**src/rtl/rl_dmp_ecc_pipe_decoder.sv**
```systemverilog
// Two-stage extended-Hamming (SECDED) read decoder with address folding,
// error counters, first-error capture and a single-entry scrub write-back port.
module rl_dmp_ecc_pipe_decoder #(
    parameter int               DATA_W   = 32,
    parameter int               ADDR_W   = 17,
    parameter int               ECC_W    = 8,
    parameter int               CNT_W    = 8,
    parameter logic [ECC_W-1:0] INV_MASK = 8'h03
) (
    input  logic              clk,
    input  logic              rst_a,
    input  logic              enable,
    input  logic              in_valid,
    output logic              in_ready,
    input  logic [DATA_W-1:0] in_data,
    input  logic [ECC_W-1:0]  in_ecc,
    input  logic [ADDR_W-1:0] in_addr,
    output logic              out_valid,
    input  logic              out_ready,
    output logic [DATA_W-1:0] out_data,
    output logic [ECC_W-1:0]  out_ecc,
    output logic [ECC_W-2:0]  out_syndrome,
    output logic              out_single_err,
    output logic              out_double_err,
    output logic              out_addr_err,
    output logic [CNT_W-1:0]  sb_cnt,
    output logic [CNT_W-1:0]  db_cnt,
    input  logic              err_clr,
    output logic              cap_valid,
    output logic [ADDR_W-1:0] cap_addr,
    output logic [ECC_W-2:0]  cap_syndrome,
    output logic              scrub_req,
    output logic [ADDR_W-1:0] scrub_addr,
    output logic [DATA_W-1:0] scrub_data,
    output logic [ECC_W-1:0]  scrub_ecc,
    input  logic              scrub_ack,
    output logic              scrub_ovf
);

    localparam int HB  = ECC_W - 1;
    localparam int NDA = DATA_W + ADDR_W;

    if (NDA + HB > (1 << HB) - 1) begin : g_code_too_small
        $error("rl_dmp_ecc_pipe_decoder: DATA_W+ADDR_W+ECC_W-1 exceeds 2^(ECC_W-1)-1");
    end

    typedef logic [NDA-1:0][HB-1:0] pos_t;

    // Codeword position of each data (low) and address (high) bit: ascending non-powers of two.
    function automatic pos_t pos_tab();
        pos_t t = '0;
        int   n = 0;
        for (int q = 3; q < (1 << HB); q++) begin
            if ((q & (q - 1)) != 0 && n < NDA) begin
                t[n] = q[HB-1:0];
                n++;
            end
        end
        return t;
    endfunction

    localparam pos_t          POS        = pos_tab();
    localparam logic [HB-1:0] DATA_LAST  = POS[DATA_W-1];
    localparam logic [HB-1:0] ADDR_FIRST = POS[DATA_W];
    localparam logic [HB-1:0] ADDR_LAST  = POS[NDA-1];

    typedef struct packed {
        logic [DATA_W-1:0] data;
        logic [ECC_W-1:0]  ecc;
        logic [ADDR_W-1:0] addr;
        logic [HB-1:0]     syn;
        logic              par;
    } s1_t;

    logic [2:1]        vld_pipe;
    s1_t               s1_q;
    logic [ADDR_W-1:0] s2_addr;
    logic              s2_ld;

    assign out_valid = vld_pipe[2];
    assign s2_ld     = !vld_pipe[2] | out_ready;
    assign in_ready  = !vld_pipe[1] | s2_ld;

    // Stage 1 inputs: syndrome over stored-polarity-corrected check bits
    logic [ECC_W-1:0] e_in;
    logic [NDA-1:0]   da_in;
    logic [HB-1:0]    syn_in;
    logic             par_in;

    always_comb begin
        e_in   = in_ecc ^ INV_MASK;
        da_in  = {in_addr, in_data};
        syn_in = e_in[HB-1:0];
        for (int i = 0; i < NDA; i++)
            if (da_in[i]) syn_in ^= POS[i];
        par_in = ^da_in ^ ^e_in;
    end

    always_ff @(posedge clk or negedge rst_a) begin
        if (!rst_a) begin
            vld_pipe <= '0;
            s1_q     <= '0;
        end else begin
            if (in_ready) begin
                vld_pipe[1] <= in_valid;
                if (in_valid) s1_q <= '{data: in_data, ecc: in_ecc, addr: in_addr, syn: syn_in, par: par_in};
            end
            if (s2_ld) vld_pipe[2] <= vld_pipe[1];
        end
    end

    // Stage 2 classification and correction
    logic [HB-1:0]     s;
    logic              pow, data_rng, addr_rng;
    logic              c_single, c_double, c_addr;
    logic [DATA_W-1:0] data_fix;
    logic [ECC_W-1:0]  ecc_fix;

    always_comb begin
        s        = s1_q.syn;
        pow      = (s != '0) && ((s & (s - HB'(1))) == '0);
        data_rng = !pow && s >= HB'(3) && s <= DATA_LAST;
        addr_rng = !pow && s >= ADDR_FIRST && s <= ADDR_LAST;
        c_single = 1'b0;
        c_double = 1'b0;
        c_addr   = 1'b0;
        if (enable && s1_q.par) begin
            if (addr_rng)                     c_addr   = 1'b1;
            else if (s == '0 || pow || data_rng) c_single = 1'b1;
            else                              c_double = 1'b1;
        end else if (enable && s != '0) begin
            c_double = 1'b1;
        end
        data_fix = s1_q.data;
        ecc_fix  = s1_q.ecc;
        if (c_single) begin
            for (int i = 0; i < DATA_W; i++)
                if (s == POS[i]) data_fix[i] = ~data_fix[i];
            for (int j = 0; j < HB; j++)
                if (s == HB'(1 << j)) ecc_fix[j] = ~ecc_fix[j];
            if (s == '0) ecc_fix[HB] = ~ecc_fix[HB];
        end
    end

    always_ff @(posedge clk or negedge rst_a) begin
        if (!rst_a) begin
            out_data       <= '0;
            out_ecc        <= '0;
            out_syndrome   <= '0;
            out_single_err <= 1'b0;
            out_double_err <= 1'b0;
            out_addr_err   <= 1'b0;
            s2_addr        <= '0;
        end else if (s2_ld && vld_pipe[1]) begin
            out_data       <= data_fix;
            out_ecc        <= ecc_fix;
            out_syndrome   <= s;
            out_single_err <= c_single;
            out_double_err <= c_double;
            out_addr_err   <= c_addr;
            s2_addr        <= s1_q.addr;
        end
    end

    logic hs, ev_single, ev_multi;
    assign hs        = vld_pipe[2] & out_ready;
    assign ev_single = hs & out_single_err;
    assign ev_multi  = hs & (out_double_err | out_addr_err);

    // err_clr wins over any same-cycle error event
    always_ff @(posedge clk or negedge rst_a) begin
        if (!rst_a) begin
            sb_cnt       <= '0;
            db_cnt       <= '0;
            cap_valid    <= 1'b0;
            cap_addr     <= '0;
            cap_syndrome <= '0;
            scrub_ovf    <= 1'b0;
        end else if (err_clr) begin
            sb_cnt       <= '0;
            db_cnt       <= '0;
            cap_valid    <= 1'b0;
            cap_addr     <= '0;
            cap_syndrome <= '0;
            scrub_ovf    <= 1'b0;
        end else begin
            if (ev_single && sb_cnt != '1) sb_cnt <= sb_cnt + CNT_W'(1);
            if (ev_multi && db_cnt != '1)  db_cnt <= db_cnt + CNT_W'(1);
            if ((ev_single || ev_multi) && !cap_valid) begin
                cap_valid    <= 1'b1;
                cap_addr     <= s2_addr;
                cap_syndrome <= out_syndrome;
            end
            if (ev_single && scrub_req) scrub_ovf <= 1'b1;
        end
    end

    // Single-entry scrub slot; a corrected word arriving while it is busy is dropped
    always_ff @(posedge clk or negedge rst_a) begin
        if (!rst_a) begin
            scrub_req  <= 1'b0;
            scrub_addr <= '0;
            scrub_data <= '0;
            scrub_ecc  <= '0;
        end else if (scrub_req) begin
            if (scrub_ack) scrub_req <= 1'b0;
        end else if (ev_single) begin
            scrub_req  <= 1'b1;
            scrub_addr <= s2_addr;
            scrub_data <= out_data;
            scrub_ecc  <= out_ecc;
        end
    end

endmodule
```
**config.mk**
```make
export PLATFORM = sky130hd
export DESIGN_NAME = rl_dmp_ecc_pipe_decoder
export DESIGN_NICKNAME = d
export VERILOG_FILES = /design/src/rtl/rl_dmp_ecc_pipe_decoder.sv
export SDC_FILE = /design/constraint.sdc
export NUM_CORES = 1
export LEC_CHECK = 0
export ABC_AREA = 1
export BUFFER_PORTS_ARGS = -buffer_cell sky130_fd_sc_hd__buf_2
export CAP_MARGIN = 40
export CORE_MARGIN = 2
export CORE_UTILIZATION = 56
export CTS_CLUSTER_DIAMETER = 150
export DETAILED_ROUTE_END_ITERATION = 8
export PLACE_DENSITY = 0.83
export SLEW_MARGIN = 30
export SYNTH_ARGS = -nofsm -noshare
export SYNTH_HDL_FRONTEND = slang
export SYNTH_SLANG_ARGS = --single-unit
```
**constraint.sdc**
```tcl
create_clock -name clk -period 2.25 [get_ports clk]
set_input_delay 0.225 -clock clk [delete_from_list [all_inputs] [get_ports clk]]
set_output_delay 0.225 -clock clk [all_outputs]
set_load 0.1 [all_outputs]
```
==> results of run 1 <==
## critical path, cell delays in order
cell and delay (ps):
dlygate4sd3_1 530, buf_2 160, xnor2_1 360, o21ai_0 220, nand2_1 120, nand2_1 80, nand2_1 70, nand2_1 50
nand2_1 110, nand3_1 130, nand2_1 90, nand2_1 50, nand3_1 60, nand2_1 60
## logic make-up after synthesis
kind of cell,Yosys count,share of synthesized area (%)
simple gates,593,20.30
flops,233,49.24
buf+inv,193,6.509
compound gates,192,8.992
xor+xnor,148,11.14
mux,38,3.614
fa+ha+maj,2,0.2113
## flip-flops by register name (all words and copies together) (netlist names), 8 cells and up
| register | cells |
|---|---|
| cap_addr | 17 |
| db_cnt | 8 |
| out_data | 32 |
| out_ecc | 8 |
| s1_q | 58 |
| s2_addr | 17 |
| sb_cnt | 8 |
| scrub_addr | 17 |
| scrub_data | 32 |
| scrub_ecc | 8 |
## routing by layer
layer | share of wire [%] | GRT usage (%) | wire length, um
met1 | 44 | 39.48 | 13300
met2 | 46 | 43.26 | 14040
met3 | 7.2 | 3.445 | 2166
met4 | 2.5 | 8.000 | 750
met5 | 0 | 0 | 0
## final cells by class
cell class	instances	area (sq um)	share of cell area [%]
Sequential cell	233	5832	41.29
Timing Repair Buffer	249	1446	10.24
Clock buffer	35	671.9	4.757
Antenna cell	1	2.502	0.01772
Clock inverter	5	63.81	0.4518
Multi-Input combinational cell	973	5258	37.22
Inverter	135	506.7	3.588
Tap cell	275	344.1	2.436
## metrics by stage
step	hold slack (ps)	power, mW	instances
6_report	10.87	21.30	1906
2_1_floorplan	-70.59	15.36	1399
5_1_grt	20.22	22.25	1905
3_3_place_gp	213.6	17.36	1853
4_1_cts	0.1784	21.36	1905
3_5_place_dp	212.3	17.55	1853
## what timing repair did
item	4_1_cts	5_1_grt
hold endpoints to repair	71	0
hold buffers	12	0
setup endpoints to repair	0	0
## how the worst min path moves through the flow
stage                           to         from  cells past startpoint  slack, ps
global placement    scrub_data[24]        rst_a                      1        210
floorplan              cap_addr[0]        rst_a                      0        -70
global route              s1_q[23]  in_addr[15]                      3         20
detailed placement  scrub_data[23]        rst_a                      1        210
finish              out_double_err       enable                      3         10
CTS                       s1_q[19]  in_addr[11]                      3        0.2
## power breakdown
part / switching (mW) / internal (mW) / leakage (nW) / total [mW]
Clock: 1.59 / 2.18 / 0.356 / 3.77
Sequential: 0.901 / 5.38 / 2.93 / 6.28
Combinational: 9.22 / 2.03 / 3.99 / 11.2
## synth_stat cells, types with 3 or more instances
cell type / number / share of area (%)
nand4_1: 19 / 1.0
inv_1: 132 / 4.2
a22o_1: 7 / 0.52
o21ai_0: 134 / 5.7
nor2_2: 3 / 0.16
a31oi_1: 29 / 1.5
inv_2: 3 / 0.095
mux2_2: 38 / 3.6
a21oi_1: 13 / 0.55
nand2_1: 436 / 14
clkbuf_1: 35 / 1.1
nand3_1: 54 / 2.3
buf_1: 4 / 0.13
dfrtp_1: 233 / 49
xnor2_1: 81 / 6.0
buf_4: 4 / 0.25
buf_2: 13 / 0.55
nor2_1: 67 / 2.1
xor2_1: 64 / 4.7
nand2_2: 5 / 0.26
==> results.cfg, run 1 <==
[layout]
fillCellCount = 1691
final_cell_mix = 434 x nand2_1, 232 x dfrtp_1, 214 x buf_2
mostFrequentLayoutCell = nand2_1
final_util_pct = 67.62
final_nets = 1682
layout-drive-gt1-share_pct = 20.55
area_growth_pct = 19.28
fin_area_sq_mm = 0.01412

[sta]
finalSetupTns_ps = 0
finalMaxSlewViolations = 0
slew_headroom_pct = 54.05
skew_ps = 6.757
setup_slack_ps = 331.6
rsz0062_at_grt = no
hold_violations = 0
fin_crit_sh_pct = 85.26
max_freq_mhz = 521.3
min_period_ps = 1918
worst_pin_slew_ps = 689.2
setup_violations = 0

[floorplanning]
core_sq_mm = 0.02089
die_h_um = 149.4
die-area_sq_mm = 0.02232
die_w_um = 149.4
fp-row-count = 53
initial_core_util_pct = 56.69
pin_count = 216

[placement]
dp_slack_ps = 390.3
gp_congestion = 0.9407
hpwl_um = 22630
placed_area_sq_mm = 0.01327
portBuffers = 215

[yosys]
yosys_warnings = 0
postSynthCellCount = 1399
ys_types = 38
ys_ff_latch = 233
seq_area_frac_synth_pct = 49.24
synth-edff-count = 0
syn_area_sq_mm = 0.01184
syn_nets = 1465
syn_avg_cell_area_sq_um = 8.464
synth_ff_type = dfrtp_1
async_flop_share_pct = 100.0

[setup_path]
endpoint = s1_q[0]
timing.rr.start = s[3]
rr_endpoint = out_data[1]
crit_start = in_data[8]
critical_path_required_ps = 2660
crit_arrival_ps = 2330
crit_type = input pin to flop
cp_max_fo = 3
crit_path_start_kind = input pin
rrSetupSlack_ps = 360
r2r_cells = 10
crit_path_end_kind = flop

[clock_network]
insertion_delay_ps = 520
cts_max_path_buffers = 3
numCtsBuffers = 24
clock_sinks = 233
cts_tree = yes
ctsHtreeMaxLevel = 1
postCtsSetupBuffers = 0
cts_resized = 0
clkTransAtPathRegs_ps = 60
cts-root-buf = clkbuf_16

[detailed_routing]
drtIter0Drc = 856
first_pass_iters = 5
antenna_left = 0
via_per_inst = 5.304
routed_wl_um = 30270
vias = 10110
wl_per_cell_um = 15.88
drc = 0

[pwr]
p_leak_nw = 7.273
ir_drop_uv = 1060
power.density_mw_per_mm2 = 1508

[grt]
grt_pass1_vias = 9514
grt_antenna_before_repair = 0
grt.total_usage_pct = 27.22
grt.overflow.total = 0
grt_max_degree = 82
grt_pass1_wl_um = 48290

[hold_path]
min-delay-path-class = input pin to flop

[flow_run]
maxCapViolations = 0

[outcome]
status = finished, final reports clean
No activity file was read; power rests on OpenSTA's default activity.
==> inputs of run 2 (changes only) <==
Settings changed: ABC_AREA 1 to unset, CORE_UTILIZATION 56 to 55.
==> results.cfg, run 2 <==
[floorplanning]
die-area_sq_mm = 0.02035
fp-row-count = 50
initial_core_util_pct = 56.35
pin_count = 216
core_sq_mm = 0.01877
die_w_um = 142.7
die_h_um = 142.7

[sta]
slew_headroom_pct = 44.84
skew_ps = 22.38
finalMaxSlewViolations = 0
fin_crit_sh_pct = 97.65
max_freq_mhz = 455.1
worst_pin_slew_ps = 827.4
hold_violations = 0
min_period_ps = 2197
setup_slack_ps = 52.84
rsz0062_at_grt = no
setup_violations = 0
whs_ps = 13.28

[pwr]
p_leak_nw = 6.204
ir_drop_uv = 1246
power.density_mw_per_mm2 = 1510

[detailed_routing]
routed_wl_um = 26830
wl_per_cell_um = 19.30
first_pass_iters = 5
drtIter0Drc = 470
vias = 7591
antenna_left = 0
drc = 0
via_per_inst = 5.461

[yosys]
yosys-top-cells-area = dfrtp_1 55%, mux2_2 15%, xnor2_1 7.8%, nand2_1 4.4%, xor2_1 3.4%
synth.most_common_cell = dfrtp_1
async_flop_share_pct = 100.0
yosys_warnings = 0
syn_nets = 942
synth_commonest_cells = 233 x dfrtp_1, 140 x mux2_2, 123 x nand2_1, 94 x xnor2_1
ys_types = 39
syn_area_sq_mm = 0.01058
synth_area_leader_cell = dfrtp_1
synth-edff-count = 0
postSynthCellCount = 876
synth_ff_type = dfrtp_1
seq_area_frac_synth_pct = 55.13
yosysTopAreaCellShare_pct = 55.13
ys_ff_latch = 233
syn_avg_cell_area_sq_um = 12.07

[clock_network]
ctsHtreeMaxLevel = 1
cts_tree = yes
insertion_delay_ps = 530
cts-root-buf = clkbuf_16
clkTransAtPathRegs_ps = 60
numCtsBuffers = 25
cts_max_path_buffers = 3
clock_sinks = 233

[placement]
gp_congestion = 0.8799
portBuffers = 215
hpwl_um = 18650
dp_slack_ps = 59.80
dpl.cell_count = 1307

[grt]
grt_pass1_wl_um = 41800
grt.overflow.total = 0
gr-usage-met1_pct = 35.15
grt.total_usage_pct = 26.43
grt_antenna_before_repair = 1
grt_util_met2_pct = 43.83
grt_busiest_layer = met2
met3_usage_pct = 4.527
grt_max_degree = 69
grt_pass1_vias = 7719

[setup_path]
rr_endpoint = out_data[30]
r2r_cells = 6
crit_path_start_kind = input pin
critical_path_required_ps = 2700
crit_arrival_ps = 2650
crit_path_end_kind = flop
rrSetupSlack_ps = 260
timing.rr.start = s[1]
crit_type = input pin to flop
cp_max_fo = 3

[layout]
final_nets = 1203
final_cell_mix = 223 x dfrtp_1, 214 x buf_2, 140 x mux2_2
biggestRegsByFlops = s1_q (58), out_data (32), scrub_data (32)
regMostFlops = s1_q
area_growth_pct = 26.03
largest_register_ffs = 58
fin_cells = 1390
mostFrequentLayoutCell = dfrtp_1
layout-drive-gt1-share_pct = 38.47

[outcome]
status = finished, final reports clean

[hold_path]
hold_depth = 2
hold_end = s1_q[21]
min-delay-path-class = input pin to flop
holdCritStartpoint = in_addr[13]

[flow_run]
maxCapViolations = 0
run 2: cell types whose count changed after synthesis, moves of 15 or more:
cell,before,now
inv_1,132,2
nand4_1,19,4
xor2_1,64,41
nor2_1,67,35
nand2_1,436,123
a31oi_1,29,1
nand3_1,54,12
o21ai_0,134,41
a21oi_1,13,30
mux2_2,38,140
run 2: timing repair:
item | 4_1_cts | 5_1_grt
endpoints found under the setup margin | 0 | 2
setup buffers | 0 | 0
gates resized for setup | 0 | 3
endpoints found under the hold margin | 99 | 0
hold buffers | 37 | 0
run 2: cell type report:
cell class	count	area, sq um
clock buffer	31	678.2
inverter	2	7.507
clock inverter	13	173.9
fill	1339	5440
antenna	2	5.005
sequential	233	5846
multi-input combinational	599	4626
tap	234	292.8
timing repair buffer	276	1699
run 2: worst max path at each step:
stage | from | to | slack (ps) | cells after the start
4_1_cts | in_data[8] | s[2] | 50 | 8
3_3_place_gp | in_data[8] | s[2] | 140 | 7
5_1_grt | in_data[22] | s1_q[0] | 20 | 8
3_5_place_dp | in_data[8] | s[2] | 60 | 7
6_report | in_data[22] | s1_q[0] | 50 | 8
2_1_floorplan | vld_pipe[2] | s1_q[15] | -260 | 4
run 2: kinds of logic after synthesis:
family | Yosys count | synth area share [%]
xor gates and xnor gates | 151 | 14.53
AOI/OAI and AO/OA | 89 | 4.484
DFF | 233 | 55.13
muxes | 141 | 15.00
buffers and inverters | 44 | 1.562
adders and majority gates | 2 | 0.2366
and+or+nand+nor | 216 | 9.051
run 2: routing by layer:
layer | up-vias | wire [um]
met5 | - | 0
met4 | 0 | 923
met3 | 67 | 1469
met2 | 287 | 13190
met1 | 3758 | 11240
li1 | 3479 | -
run 2: worst max-delay path: stages:
cell	delay, ps
dlygate4sd3_1	540
buf_2	150
xnor2_2	290
xnor2_2	200
xnor3_1	500
xnor3_1	230
xnor3_1	400
o21ai_1	120
run 2: power breakdown:
part	total, mW	internal (mW)	switching, mW
combinational	9.81	2.22	7.59
clock	4.27	2.59	1.68
sequential	6.04	5.26	0.779
total	20.1	10.1	10.0
run 2: per-stage QoR:
stage	setup TNS [ps]	util, %	cell area (sq um)	power [mW]
6_report	0	71.01	13330	20.13
3_3_place_gp	0	64.35	12080	15.62
5_1_grt	0	71.00	13330	20.80
2_1_floorplan	-16330	-	10620	13.94
3_5_place_dp	0	64.35	12080	15.81
4_1_cts	0	70.87	13300	20.15
==> inputs of run 3 (changes only) <==
Settings changed: ABC_CLOCK_PERIOD_IN_PS set to 1950, CORE_UTILIZATION 55 to 50, GPL_TIMING_DRIVEN set to 1, PLACE_DENSITY 0.83 to 0.8.
Clock period 2.25 ns to 1.95 ns, I/O delays scaled along.
==> results.cfg, run 3 (synthesized netlist as in run 2, its figures left out) <==
[placement]
portBuffers = 215
dp_slack_ps = -145.5
hpwl_um = 19290
gp_congestion = 0.8834

[setup_path]
rr_endpoint = db_cnt[4]
crit_arrival_ps = 2330
critical_path_required_ps = 2350
rrSetupSlack_ps = 80
crit_path_start_kind = input pin
cp_max_fo = 3
crit_family = XOR/XNOR gates
crit_buf_inv = 2
timing.rr.start = db_cnt[0]
r2r_cells = 7
crit_type = input pin to flop
critPathSlowestCell = dlygate4sd3_1
max_stage_delay_ps = 540
cp_cell_sequence = dlygate4sd3_1, buf_2, xor2_2, xnor3_1, xnor3_1, xnor2_1, xnor2_1, mux2_2
crit_path_end_kind = flop

[pwr]
p_clk_share_pct = 22.4
p_sw_mw = 11.60
power.density_mw_per_mm2 = 1724
p_int_mw = 12.26
finalPower_mw = 23.86
p_leak_nw = 6.394
ir_drop_uv = 1142
combPwrFrac_pct = 48.5
power_frac_seq_pct = 29.1
p_sw_share_pct = 48.61

[clock_network]
cts_max_path_buffers = 3
cts_tree = yes
clkTransAtPathRegs_ps = 60
postCtsSetupBuffers = 0
ctsHtreeMaxLevel = 1
cts-root-buf = clkbuf_16
numCtsBuffers = 25
clock_sinks = 233
insertion_delay_ps = 520

[grt]
grt_antenna_before_repair = 2
grt.total_usage_pct = 24.00
grt_pass1_vias = 7734
grt_max_degree = 70
grt.overflow.total = 0
grt_pass1_wl_um = 41940

[floorplanning]
die-area_sq_mm = 0.02233
die_h_um = 149.4
initial_core_util_pct = 50.63
fp-row-count = 53
pin_count = 216
die_w_um = 149.4
core_sq_mm = 0.02089

[hold_path]
holdCritStartpoint = out_ready
hold_depth = 3
hold_end = scrub_ovf
min-delay-path-class = input pin to flop

[layout]
layout-drive-gt1-share_pct = 41.34
final_cell_mix = 215 x dfrtp_1, 214 x buf_2, 140 x mux2_2
regMostFlops = s1_q
largest_register_ffs = 58
biggestRegsByFlops = s1_q (58), out_data (32), scrub_data (32)
area_growth_pct = 30.82
final_nets = 1239
mostFrequentLayoutCell = dfrtp_1

[sta]
setup_slack_ps = 22.70
worst_pin_slew_ps = 804.6
min_period_ps = 1927
slew_headroom_pct = 46.36
skew_ps = 27.06
rsz0062_at_grt = yes
hold_violations = 0
max_freq_mhz = 518.9
finalMaxSlewViolations = 0
setup_violations = 0
fin_crit_sh_pct = 98.84

[detailed_routing]
via_per_inst = 5.244
wl_per_cell_um = 18.55
first_pass_iters = 5
routed_wl_um = 27190
drtIter0Drc = 380
antenna_left = 0
drc = 0
vias = 7688

[flow_run]
maxCapViolations = 0

[outcome]
status = finished, final reports clean
## run 3: cell count changes in the layout (fill, tap and decap cells not counted), sizes merged
cell | previous run | this run
dlygate4sd3 | 37 | 40
clkinv | 6 | 3
inv | 3 | 2
bufinv | 4 | 7
buf | 239 | 272
diode | 2 | 1
clkbuf | 31 | 33
clkinvlp | 2 | 1
## run 3: stage by stage
| step | util [%] | std cells | TNS [ps] | instance area [sq um] | hold WS, ps |
|---|---|---|---|---|---|
| floorplan | - | 876 | -35590 | 10700 | -100.6 |
| global placement | 59.65 | 1381 | -97.90 | 12460 | 81.83 |
| detailed placement | 59.65 | 1381 | -187.6 | 12460 | 82.25 |
| CTS | 66.01 | 1465 | 0 | 13790 | 5.404 |
| global route | 66.23 | 1466 | -33.44 | 13830 | 6.425 |
| finish | 66.23 | 1466 | 0 | 13830 | 20.24 |
## run 3: worst max-delay path by stage
| stage | startpoint | to | slack (ps) | cells past startpoint |
|---|---|---|---|---|
| 2_1_floorplan | vld_pipe[2] | s1_q[15] | -560 | 4 |
| 3_3_place_gp | in_ecc[2] | s[2] | -60 | 7 |
| 3_5_place_dp | in_ecc[2] | s[2] | -150 | 7 |
| 4_1_cts | in_data[10] | s[2] | 2 | 8 |
| 5_1_grt | in_data[10] | s[2] | -30 | 8 |
| 6_report | in_data[10] | s[2] | 20 | 8 |
## run 3: per-layer routing
layer | GRT usage [%] | part of all wire (%)
met5 | 0 | 0
met4 | 7.571 | 2.9
met3 | 3.720 | 5.5
met2 | 40.85 | 50
met1 | 31.79 | 41
## run 3: cell type report
class                           instances  area, sq um
Clock buffer                           33        695.7
Fill cell                            1549         7054
Clock inverter                         11        232.7
Sequential cell                       233         5866
Inverter                                2        7.507
Multi-Input combinational cell        599         4697
Tap cell                              275        344.1
Timing Repair Buffer                  312         1989
Antenna cell                            1        2.502
## run 3: power by group through the flow
| stage | Clock (mW) | Sequential [mW] | Combinational (mW) |
|---|---|---|---|
| after CTS | 5.41 | 6.94 | 11.6 |
| after detailed placement | 0 | 7.02 | 11.5 |
| final | 5.34 | 6.95 | 11.6 |
| after global placement | 0 | 6.94 | 11.3 |
| after global routing | 5.62 | 7.09 | 12.0 |
| after floorplan | 0 | 13.3 | 2.81 |
## run 3: worst register-to-register path, cell delays in order (launching register included)
cell,delay [ps]
dfrtp_4,510
ha_4,180
nand2_1,60
nor2_1,70
a311oi_2,510
nand4_1,170
xor2_1,170
nor2_1,60
## run 3: what timing repair did
| action | in CTS | in global routing |
|---|---|---|
| endpoints found under the setup margin | 0 | 10 |
| hold endpoints to repair | 272 | 0 |
| hold buffers | 40 | 0 |
| gates resized for setup | 0 | 6 |
